### src/rtl/mem_arbiter_2p.sv
// Two-port arbiter/sequencer sharing one single-port 256x8 memory.
// Each granted request runs IDLE -> ACCESS -> RESP, three cycles total.
module mem_arbiter_2p #(
    parameter int ADDR_W = 8,
    parameter int DATA_W = 8,
    parameter int RR     = 1
) (
    input  logic              clk,
    input  logic              rst,
    input  logic              req0,
    input  logic              we0,
    input  logic [ADDR_W-1:0] addr0,
    input  logic [DATA_W-1:0] wdata0,
    output logic              ack0,
    output logic [DATA_W-1:0] rdata0,
    input  logic              req1,
    input  logic              we1,
    input  logic [ADDR_W-1:0] addr1,
    input  logic [DATA_W-1:0] wdata1,
    output logic              ack1,
    output logic [DATA_W-1:0] rdata1,
    output logic              mem_we,
    output logic [ADDR_W-1:0] mem_addr,
    output logic [DATA_W-1:0] mem_d_i,
    input  logic [DATA_W-1:0] mem_d_o,
    output logic              busy,
    output logic              gnt
);

    typedef enum logic [1:0] {
        IDLE   = 2'd0,
        ACCESS = 2'd1,
        RESP   = 2'd2
    } state_t;

    state_t            state_q, state_d;
    logic              mem_we_q, mem_we_d;
    logic [ADDR_W-1:0] mem_addr_q, mem_addr_d;
    logic [DATA_W-1:0] mem_d_i_q, mem_d_i_d;
    logic              ack0_q, ack0_d;
    logic              ack1_q, ack1_d;
    logic [DATA_W-1:0] rdata0_q, rdata0_d;
    logic [DATA_W-1:0] rdata1_q, rdata1_d;
    logic              busy_q, busy_d;
    logic              gnt_q, gnt_d;
    logic              last_q, last_d;
    logic              pick;

    // Next-state logic: arbitration in IDLE, memory access and response later.
    always_comb begin
        state_d    = state_q;
        mem_we_d   = mem_we_q;
        mem_addr_d = mem_addr_q;
        mem_d_i_d  = mem_d_i_q;
        ack0_d     = 1'b0;
        ack1_d     = 1'b0;
        rdata0_d   = rdata0_q;
        rdata1_d   = rdata1_q;
        gnt_d      = gnt_q;
        last_d     = last_q;
        pick       = 1'b0;

        if (req0 && req1) begin
            pick = (RR != 0) ? ~last_q : 1'b0;
        end else begin
            pick = req1;
        end

        case (state_q)
            IDLE: begin
                if (req0 || req1) begin
                    mem_we_d   = pick ? we1    : we0;
                    mem_addr_d = pick ? addr1  : addr0;
                    mem_d_i_d  = pick ? wdata1 : wdata0;
                    gnt_d      = pick;
                    state_d    = ACCESS;
                end
            end
            ACCESS: begin
                // The write, if any, commits at this edge; reads sample mem_d_o now.
                if (!mem_we_q) begin
                    if (gnt_q) begin
                        rdata1_d = mem_d_o;
                    end else begin
                        rdata0_d = mem_d_o;
                    end
                end
                mem_we_d = 1'b0;
                ack0_d   = ~gnt_q;
                ack1_d   = gnt_q;
                last_d   = gnt_q;
                state_d  = RESP;
            end
            RESP: begin
                state_d = IDLE;
            end
            default: begin
                state_d = IDLE;
            end
        endcase

        busy_d = (state_d != IDLE);
    end

    always_ff @(posedge clk) begin
        if (rst) begin
            state_q    <= IDLE;
            mem_we_q   <= 1'b0;
            mem_addr_q <= '0;
            mem_d_i_q  <= '0;
            ack0_q     <= 1'b0;
            ack1_q     <= 1'b0;
            rdata0_q   <= '0;
            rdata1_q   <= '0;
            busy_q     <= 1'b0;
            gnt_q      <= 1'b0;
            last_q     <= 1'b1;
        end else begin
            state_q    <= state_d;
            mem_we_q   <= mem_we_d;
            mem_addr_q <= mem_addr_d;
            mem_d_i_q  <= mem_d_i_d;
            ack0_q     <= ack0_d;
            ack1_q     <= ack1_d;
            rdata0_q   <= rdata0_d;
            rdata1_q   <= rdata1_d;
            busy_q     <= busy_d;
            gnt_q      <= gnt_d;
            last_q     <= last_d;
        end
    end

    assign mem_we   = mem_we_q;
    assign mem_addr = mem_addr_q;
    assign mem_d_i  = mem_d_i_q;
    assign ack0     = ack0_q;
    assign ack1     = ack1_q;
    assign rdata0   = rdata0_q;
    assign rdata1   = rdata1_q;
    assign busy     = busy_q;
    assign gnt      = gnt_q;

endmodule

### config.mk
export PLATFORM = sky130hd
export DESIGN_NAME = mem_arbiter_2p
export DESIGN_NICKNAME = d
export VERILOG_FILES = /design/src/rtl/mem_arbiter_2p.sv
export SDC_FILE = /design/constraint.sdc
export NUM_CORES = 1
export LEC_CHECK = 0
export BUFFER_PORTS_ARGS = -buffer_cell sky130_fd_sc_hd__buf_2
export CORE_MARGIN = 10
export CORE_UTILIZATION = 45
export DETAILED_ROUTE_END_ITERATION = 6
export GPL_TIMING_DRIVEN = 0
export PLACE_DENSITY = 0.89
export SETUP_SLACK_MARGIN = 0.4
export SYNTH_ARGS = -nofsm -noshare
export SYNTH_HDL_FRONTEND = slang
export SYNTH_SLANG_ARGS = --single-unit
### constraint.sdc
create_clock -name clk -period 1.4 [get_ports clk]
set_input_delay 0.35 -clock clk [delete_from_list [all_inputs] [get_ports clk]]
set_output_delay 0.35 -clock clk [all_outputs]
set_load 0.01 [all_outputs]
==> results of run 1 <==
[worst max-delay path by stage]
stage	start	to	slack [ns]	cells past startpoint
3_5_place_dp	req1	mem_addr[0]	-0.08	6
3_3_place_gp	req1	mem_addr[5]	-0.05	6
2_1_floorplan	gnt	rdata0[0]	0.15	4
6_report	gnt	rdata0[5]	0.06	4
5_1_grt	state_q[0]	rdata1[1]	0.01	4
4_1_cts	state_q[0]	rdata1[5]	0.11	4
[metal layers]
metal  share of wire  track usage
met3           0.090      0.07837
met4           0.022      0.04844
met1            0.37       0.1768
met2            0.52       0.2858
met5               0            0
[final cells by class]
class	count	area [um2]
clock buffer	7	96.34
buffer	15	167.7
fill	218	625.6
clock inverter	1	30.03
inverter	1	3.754
timing repair buffer	108	832.0
tap	48	60.06
sequential	40	855.8
multi-input combinational	128	962.2
[state kept, by name, indices dropped and copies added (netlist names), 2 cells and up]
name / flops
mem_addr: 8
mem_d_i: 8
rdata0: 8
rdata1: 8
state_q: 2
[layout by cell type, fill, tap and decap left out]
master	count
a311oi_2	16
buf_2	51
nor4b_4	1
dfxtp_1	6
a311oi_1	1
or4b_4	1
buf_6	41
a21o_1	1
nand2b_4	1
inv_1	1
and2_4	1
or2_1	1
clkbuf_1	2
a21boi_4	1
a211o_1	1
buf_1	2
nand2_2	5
buf_8	3
nor3_1	2
mux2i_1	8
clkbuf_16	1
nor2_4	1
nor4bb_4	1
dfxtp_4	5
a21oi_1	14
nand2_4	5
a21bo_4	1
dfxtp_2	29
buf_12	2
bufinv_16	1
clkbuf_8	7
buf_4	21
nor2_1	11
nand2_1	42
a22oi_1	1
a21oi_2	12
[power breakdown]
group / internal [uW] / leakage [uW] / switching [uW] / total (uW)
clock network: 629 / 0.0000645 / 409 / 1040
logic: 510 / 0.000899 / 416 / 926
registers: 1240 / 0.000342 / 85.5 / 1330
[worst max-delay path: stages, from the launching register on]
cell and delay (ns):
dfxtp_4 0.37, or4b_4 0.55, buf_12 0.17, nand2_4 0.05, a21oi_1 0.05
[stage by stage]
| step | hold WS [ns] | total power, uW |
|---|---|---|
| after floorplan | 0.4805 | 1670 |
| after global placement | 0.4395 | 1875 |
| after detailed placement | 0.4439 | 1891 |
| after CTS | 0.2897 | 3085 |
| after global routing | 0.3001 | 3414 |
| final | 0.2978 | 3292 |
[kinds of logic after synthesis]
family                 after synthesis
AND/OR/NAND/NOR                     72
AO/OA/AOI/OAI                       48
flip-flops                          40
buffers and inverters               16
multiplexers                         8
[repair_timing]
action,in CTS,in global routing
gates resized for setup,71,55
setup endpoints to repair,74,74
pin swaps,18,10
cloned,1,2
setup buffers,11,13
==> flow_summary.json, run 1 <==
{
  "status": "finished clean",
  "gp_congestion": 0.7717,
  "routed_wl_um": 6554,
  "synth_edf_count": 0,
  "criticalPathCategory": "register to register",
  "synth_area_mm2": 0.001677,
  "synth_area_leader_cell": "dfxtp_1",
  "ant_nets": 0,
  "cts_tree": "yes",
  "yosysMostFrequentCell": "nand2_1",
  "yosys.area.top_type_share": 0.4776,
  "drive_above_1_share": 0.6900,
  "whs_endpoint": "rdata0[0]",
  "rrSetupSlack_ns": 0.06,
  "hp-start": "mem_d_o[0]",
  "grt_use_total": 0.1656,
  "synthMuxAreaShare": 0.04776,
  "ys_types": 25,
  "setup_tns_ns": 0,
  "synth_commonest_cells": "52 x nand2_1, 40 x dfxtp_1, 26 x a21oi_1, 12 x nor2_1, 10 x a311oi_2",
  "cts_root_buf": "clkbuf_8",
  "synth.avg_cell_area_um2": 9.112,
  "rsz0062_at_grt": "true",
  "worstMarginPinSlew_ns": 0.7304,
  "placed_cell_area_mm2": 0.002193,
  "synth_compound_area_frac": 0.2306,
  "area_delta_synth_final_pct": 79.40,
  "final_cells": 348,
  "synth_cells": 184,
  "numCtsBuffers": 5,
  "hold_depth": 3,
  "arrival_ns": 1.50,
  "drv_cap": 0,
  "syn_nets": 230,
  "cp_data_required_time_ns": 1.57,
  "synthAdderAreaFrac": 0,
  "clk_pin_slew_ns": 0.08,
  "clock_sinks": 40,
  "clk_latency_ns": 0.30,
  "ys_seq_area_frac": 0.4776,
  "synthArstFlopShare": 0,
  "ioPinCount": 83,
  "synth_top_family_by_area": "compound AO/OA/AOI/OAI gates",
  "r2r_start": "gnt",
  "dp_worst_setup_slack_ns": -0.08171,
  "grt_overflow": 0,
  "period_needed_ns": 1.339,
  "dpl.hpwl_um": 3726,
  "vdd_drop_max_mv": 0.7589,
  "initialDrtViolationCount": 72,
  "hold_buffers": 0,
  "start_util": 0.4614,
  "hold_viol": 0,
  "num_vias": 1864,
  "min_path_type": "input pin to register",
  "reg2regPathDepth": 4,
  "firstDrtPassIters": 4,
  "max_freq_ghz": 0.7467,
  "skew_ns": 0.003491,
  "viasPerCell": 5.356,
  "core_mm2": 0.003633,
  "grt_pass1_wl_um": 8562,
  "crit_path_end_kind": "register",
  "nets": 345,
  "yosysWarnings": 0,
  "cellPowerDensity_mw_per_mm2": 1094,
  "slew_violations": 0,
  "port_buffers": 81,
  "dp.cells": 313,
  "yosys.area_share.simple": 0.1866,
  "setup_ws_ns": 0.06076,
  "ys_seq_elements": 40,
  "cp_max_fo": 8,
  "antenna_found_initial": 0,
  "antenna_cells": 0,
  "die-area_mm2": 0.006567,
  "drc_errors": 0,
  "p_leak_uw": 0.001306,
  "slew_headroom": 0.5130,
  "netlist_top_cells_area": "dfxtp_1 48%, nand2_1 12%, a311oi_2 9.0%",
  "wl_per_cell_um": 18.83,
  "grt_pass1_vias": 1757,
  "design_area_mm2": 0.003008,
  "grt_max_degree": 13,
  "yosys.area_share.xor_xnor": 0,
  "rr_endpoint": "rdata0[5]",
  "period_share": 0.9566,
  "row_count": 22,
  "htree_levels": 2,
  "fin_util": 0.8278,
  "synth_top_flop_cell": "dfxtp_1",
  "fp.dieW_um": 81.04,
  "fp.dieH_um": 81.04,
  "cp-start-kind": "register",
  "setup_violations": 0,
  "clk_path_buf_depth": 2
}
(Power assumes the default switching activity.)
==> run 2: changes to the inputs <==
--- a/config.mk
+++ b/config.mk
@@ -6,11 +6,11 @@
 export NUM_CORES = 1
 export LEC_CHECK = 0
 export BUFFER_PORTS_ARGS = -buffer_cell sky130_fd_sc_hd__buf_2
-export CORE_MARGIN = 10
-export CORE_UTILIZATION = 45
+export CORE_MARGIN = 1.5
+export CORE_UTILIZATION = 48
 export DETAILED_ROUTE_END_ITERATION = 6
 export GPL_TIMING_DRIVEN = 0
-export PLACE_DENSITY = 0.89
+export PLACE_DENSITY = 0.93
 export SETUP_SLACK_MARGIN = 0.4
 export SYNTH_ARGS = -nofsm -noshare
 export SYNTH_HDL_FRONTEND = slang
==> constraint.sdc (replaced) <==
create_clock -name clk -period 1.6 [get_ports clk]
set_input_delay 0.4 -clock clk [delete_from_list [all_inputs] [get_ports clk]]
set_output_delay 0.4 -clock clk [all_outputs]
set_load 0.01 [all_outputs]
==> flow_summary.json, run 2 (synthesized netlist as in run 1, its figures left out) <==
{
  "cellPowerDensity_mw_per_mm2": 920.1,
  "max_freq_ghz": 0.7283,
  "drt-met1-wl_um": 2264,
  "nets": 340,
  "drive_above_1_share": 0.6610,
  "core_mm2": 0.003337,
  "viasPerCell": 5.346,
  "setup_violations": 0,
  "skew_ns": 0.007079,
  "wl_met2_um": 3073,
  "fp.dieH_um": 62.10,
  "grt_overflow": 0,
  "arrival_ns": 1.61,
  "hold_viol": 0,
  "min_path_type": "input pin to register",
  "port_buffers": 81,
  "worstMarginPinSlew_ns": 0.7386,
  "row_count": 21,
  "die-area_mm2": 0.003856,
  "status": "finished clean",
  "clk_path_buf_depth": 2,
  "criticalPathCategory": "register to register",
  "clock_sinks": 40,
  "setup_tns_ns": 0,
  "cp_max_fo": 8,
  "rsz0062_at_grt": "true",
  "hold_buffers": 0,
  "crit_path_end_kind": "register",
  "initialDrtViolationCount": 117,
  "grt_use_total": 0.2818,
  "numCtsBuffers": 5,
  "nFillCells": 181,
  "ioPinCount": 83,
  "layout_commonest_cell": "buf_2",
  "grt_pass1_vias": 1844,
  "area_delta_synth_final_pct": 67.84,
  "grt_pass1_wl_um": 8535,
  "cts_tree": "yes",
  "final_cell_mix": "49 x buf_2, 44 x nand2_1, 40 x buf_6",
  "slew_headroom": 0.5076,
  "slowest_stage": "or4b_4",
  "wl_per_cell_um": 17.34,
  "cp_data_required_time_ns": 1.84,
  "fp.dieW_um": 62.10,
  "clk_pin_slew_ns": 0.13,
  "crit_chain": "or4b_4 > buf_6 > nand2_2 > a21oi_1",
  "cp-start-kind": "register",
  "antenna_found_initial": 0,
  "r2r_start": "mem_we",
  "drc_errors": 0,
  "top_layer": "met4",
  "firstDrtPassIters": 4,
  "gp_congestion": 0.8419,
  "clk_latency_ns": 0.36,
  "hp-start": "mem_d_o[7]",
  "drv_cap": 0,
  "dr_wl_met3_um": 334,
  "dpl.hpwl_um": 3088,
  "p_leak_uw": 0.001219,
  "num_vias": 1823,
  "slew_violations": 0,
  "vdd_drop_max_mv": 0.6320,
  "period_needed_ns": 1.373,
  "finalPower_uw": 2589,
  "max_stage_delay_ns": 0.55,
  "cts_root_buf": "clkbuf_4",
  "antenna_cells": 0,
  "period_share": 0.8581,
  "htree_levels": 2,
  "startpoint": "mem_we",
  "ant_nets": 0,
  "grt_max_degree": 15,
  "start_util": 0.5024,
  "routed_wl_um": 5913
}
run 2: cell count changes in the layout (fill, tap and decap cells not counted), sizes merged:
cell      before  now
buf          120  116
clkinvlp       0    1
inv            1    2
clkbuf        10    7
run 2: through the flow:
stage,setup slack (ns),area (um2),utilization,instances,hold slack [ns]
finish,0.2270,2814,0.8433,341,0.2660
CTS,0.2856,2684,0.8043,335,0.2686
global placement,0.1127,2182,0.6539,311,0.4389
floorplan,0.3215,1719,-,184,0.4805
detailed placement,0.04260,2182,0.6539,311,0.4432
global route,0.1590,2814,0.8433,341,0.2533
run 2: worst max-delay path: cells and delay by family (launching register included):
| kind | cells | cell delay (ns) |
|---|---|---|
| AO/OA/AOI/OAI | 1 | 0.07 |
| buffers and inverters | 1 | 0.17 |
| flip-flops | 1 | 0.40 |
| AND/OR/NAND/NOR | 2 | 0.61 |
run 2: report_power, final:
group | switching [uW] | leakage, uW | total, uW | internal, uW
sequential | 75.3 | 0.000343 | 1160 | 1090
combinational | 330 | 0.000834 | 716 | 386
clock | 376 | 0.0000418 | 710 | 334
total | 782 | 0.00122 | 2590 | 1810
run 2: timing repair:
| action | CTS | global route |
|---|---|---|
| gates cloned | 0 | 0 |
| buffers inserted | 16 | 6 |
| gates resized for setup | 82 | 23 |
| pin swaps | 17 | 1 |
| setup endpoints to repair | 72 | 71 |
run 2: cell type report:
type | count | area (um2) | share of cell area
multi-input cells | 128 | 884.6 | 0.3144
flip-flops and latches | 40 | 858.3 | 0.3050
repair buffers | 103 | 783.3 | 0.2783
plain buffers | 15 | 142.6 | 0.05069
well taps | 46 | 57.56 | 0.02045
clock inverters | 3 | 46.29 | 0.01645
clock buffers | 5 | 37.54 | 0.01334
inverters | 1 | 3.754 | 0.001334
run 2: path summary, 6_finish.rpt:
kind                                  end  slack (ns)  depth (start not counted)
worst min-delay path            rdata0[7]        0.27                          3
worst max register to register  rdata0[5]        0.23                          4
worst min register to register  rdata0[5]        0.51                          2
worst max-delay path            rdata0[5]        0.23                          4
run 2: routing by layer:
metal  GRT usage  up-vias
met5           0        -
met2      0.5299       74
li1            -      866
met1      0.2978      862
met3     0.07246       21
met4      0.1139        0
==> run 3: changes to the inputs <==
--- a/config.mk
+++ b/config.mk
@@ -7,10 +7,10 @@
 export LEC_CHECK = 0
 export BUFFER_PORTS_ARGS = -buffer_cell sky130_fd_sc_hd__buf_2
 export CORE_MARGIN = 1.5
-export CORE_UTILIZATION = 48
+export CORE_UTILIZATION = 30
 export DETAILED_ROUTE_END_ITERATION = 6
 export GPL_TIMING_DRIVEN = 0
-export PLACE_DENSITY = 0.93
+export PLACE_DENSITY = 0.66
 export SETUP_SLACK_MARGIN = 0.4
 export SYNTH_ARGS = -nofsm -noshare
 export SYNTH_HDL_FRONTEND = slang
==> constraint.sdc (replaced) <==
create_clock -name clk -period 1.6 [get_ports clk]
set_input_delay 0.4 -clock clk [delete_from_list [all_inputs] [get_ports clk]]
set_output_delay 0.4 -clock clk [all_outputs]
set_load 0.005 [all_outputs]
==> flow_summary.json, run 3 (synthesized netlist as in run 1, its figures left out) <==
{
  "hold_viol": 0,
  "port_buffers": 81,
  "use_met1": 0.1908,
  "ant_nets": 0,
  "reg2regPathDepth": 4,
  "setup_tns_ns": 0,
  "period_share": 0.8390,
  "antenna_cells": 0,
  "grt_pass1_vias": 1527,
  "layout_commonest_cell": "buf_2",
  "grt_max_degree": 14,
  "period_needed_ns": 1.342,
  "min_path_type": "input pin to register",
  "top_usage_layer": "met2",
  "drive_above_1_share": 0.5663,
  "startpoint": "gnt",
  "rsz0062_at_grt": "true",
  "multi_input_area_um2": 905.9,
  "drv_cap": 0,
  "clk_path_buf_depth": 2,
  "p_leak_uw": 0.001122,
  "initialDrtViolationCount": 52,
  "cellPowerDensity_mw_per_mm2": 1005,
  "r2r_start": "gnt",
  "power_switching_uw": 691.8,
  "ioPinCount": 83,
  "final_cells": 351,
  "final-seq-area_um2": 823.3,
  "vdd_drop_max_mv": 0.4233,
  "pwr-share-seq": 0.445,
  "status": "finished clean",
  "wl_per_cell_um": 12.95,
  "fp.dieW_um": 77.76,
  "antenna_found_initial": 0,
  "core_mm2": 0.005439,
  "final_cell_mix": "79 x buf_2, 44 x nand2_1, 28 x dfxtp_1",
  "num_vias": 1634,
  "cp_data_required_time_ns": 1.75,
  "viasPerCell": 4.655,
  "worstMarginPinSlew_ns": 0.6614,
  "cts_tree": "yes",
  "arrival_ns": 1.49,
  "clk_pin_slew_ns": 0.09,
  "die-area_mm2": 0.006046,
  "switching_share": 0.2702,
  "clockPowerShare": 0.343,
  "p_int_uw": 1869,
  "slew_violations": 0,
  "cp_max_fo": 8,
  "nFillCells": 536,
  "numCtsBuffers": 5,
  "crit_path_end_kind": "register",
  "gp_congestion": 0.7117,
  "dp_worst_setup_slack_ns": 0.04487,
  "slew_headroom": 0.5591,
  "criticalPathCategory": "register to register",
  "htree_levels": 2,
  "row_count": 27,
  "grt_overflow": 0,
  "finalPower_uw": 2561,
  "dpl.hpwl_um": 3093,
  "firstDrtPassIters": 4,
  "cp-start-kind": "register",
  "max_freq_ghz": 0.7449,
  "area_delta_synth_final_pct": 51.94,
  "nets": 324,
  "grt_pass1_wl_um": 7203,
  "setup_violations": 0,
  "share_comb_of_total_power": 0.212,
  "dp.cells": 337,
  "start_util": 0.3083,
  "clk_latency_ns": 0.29,
  "setup_ws_ns": 0.2576,
  "hp-start": "mem_d_o[3]",
  "skew_ns": 0.009762,
  "drc_errors": 0,
  "clock_sinks": 40,
  "cts_root_buf": "clkbuf_8",
  "rrSetupSlack_ns": 0.26,
  "fp.dieH_um": 77.76,
  "routed_wl_um": 4544,
  "grt_use_total": 0.1516,
  "rr_endpoint": "rdata0[4]",
  "met3_usage": 0.06118,
  "endpoint": "rdata0[4]",
  "grt_util_met2": 0.2400
}
run 3: worst min path at each step:
stage / cells past startpoint / slack (ns) / end
detailed placement: 2 / 0.45 / rdata0[5]
floorplan: 2 / 0.45 / rdata0[0]
global placement: 2 / 0.44 / rdata0[1]
global route: 3 / 0.35 / rdata0[6]
finish: 3 / 0.35 / rdata0[3]
CTS: 3 / 0.34 / rdata0[0]
run 3: area by class of cell:
class,count,share of cell area
Inverter,1,0.001473
Multi-Input combinational cell,128,0.3556
Clock inverter,2,0.01523
Tap cell,72,0.03536
Buffer,15,0.05354
Clock buffer,6,0.03242
Sequential cell,40,0.3232
Timing Repair Buffer,87,0.1832
run 3: critical path, stage by stage, from the launching register on:
cell,delay [ns]
dfxtp_4,0.37
or4b_4,0.55
buf_12,0.17
nand2_2,0.05
a21oi_1,0.07
run 3: through the flow:
| step | hold WS (ns) | util | instance area (um2) |
|---|---|---|---|
| after detailed placement | 0.4462 | 0.4072 | 2215 |
| after global placement | 0.4393 | 0.4072 | 2215 |
| after floorplan | 0.4527 | - | 1719 |
| after CTS | 0.3415 | 0.4438 | 2414 |
| after global routing | 0.3463 | 0.4684 | 2547 |
| final | 0.3542 | 0.4684 | 2547 |
run 3: layer usage:
layer  routed length, um  part of all wire
met5                   0                 0
met4                  23            0.0051
met3                 314             0.069
met2                2174              0.48
met1                2032              0.45
run 3: what timing repair did:
item / in CTS / in global routing
hold endpoints to repair: 0 / 0
setup buffers: 4 / 2
pin swaps: 2 / 16
setup endpoints to repair: 37 / 38
gates resized for setup: 16 / 37
hold buffers: 0 / 0
run 3: power groups by stage:
stage / sequential, uW / clock (uW) / combinational (uW)
after floorplan: 1150 / 0 / 277
after global routing: 1150 / 964 / 595
final: 1140 / 878 / 543
after global placement: 1150 / 0 / 466
after detailed placement: 1150 / 0 / 470
after CTS: 1130 / 900 / 502
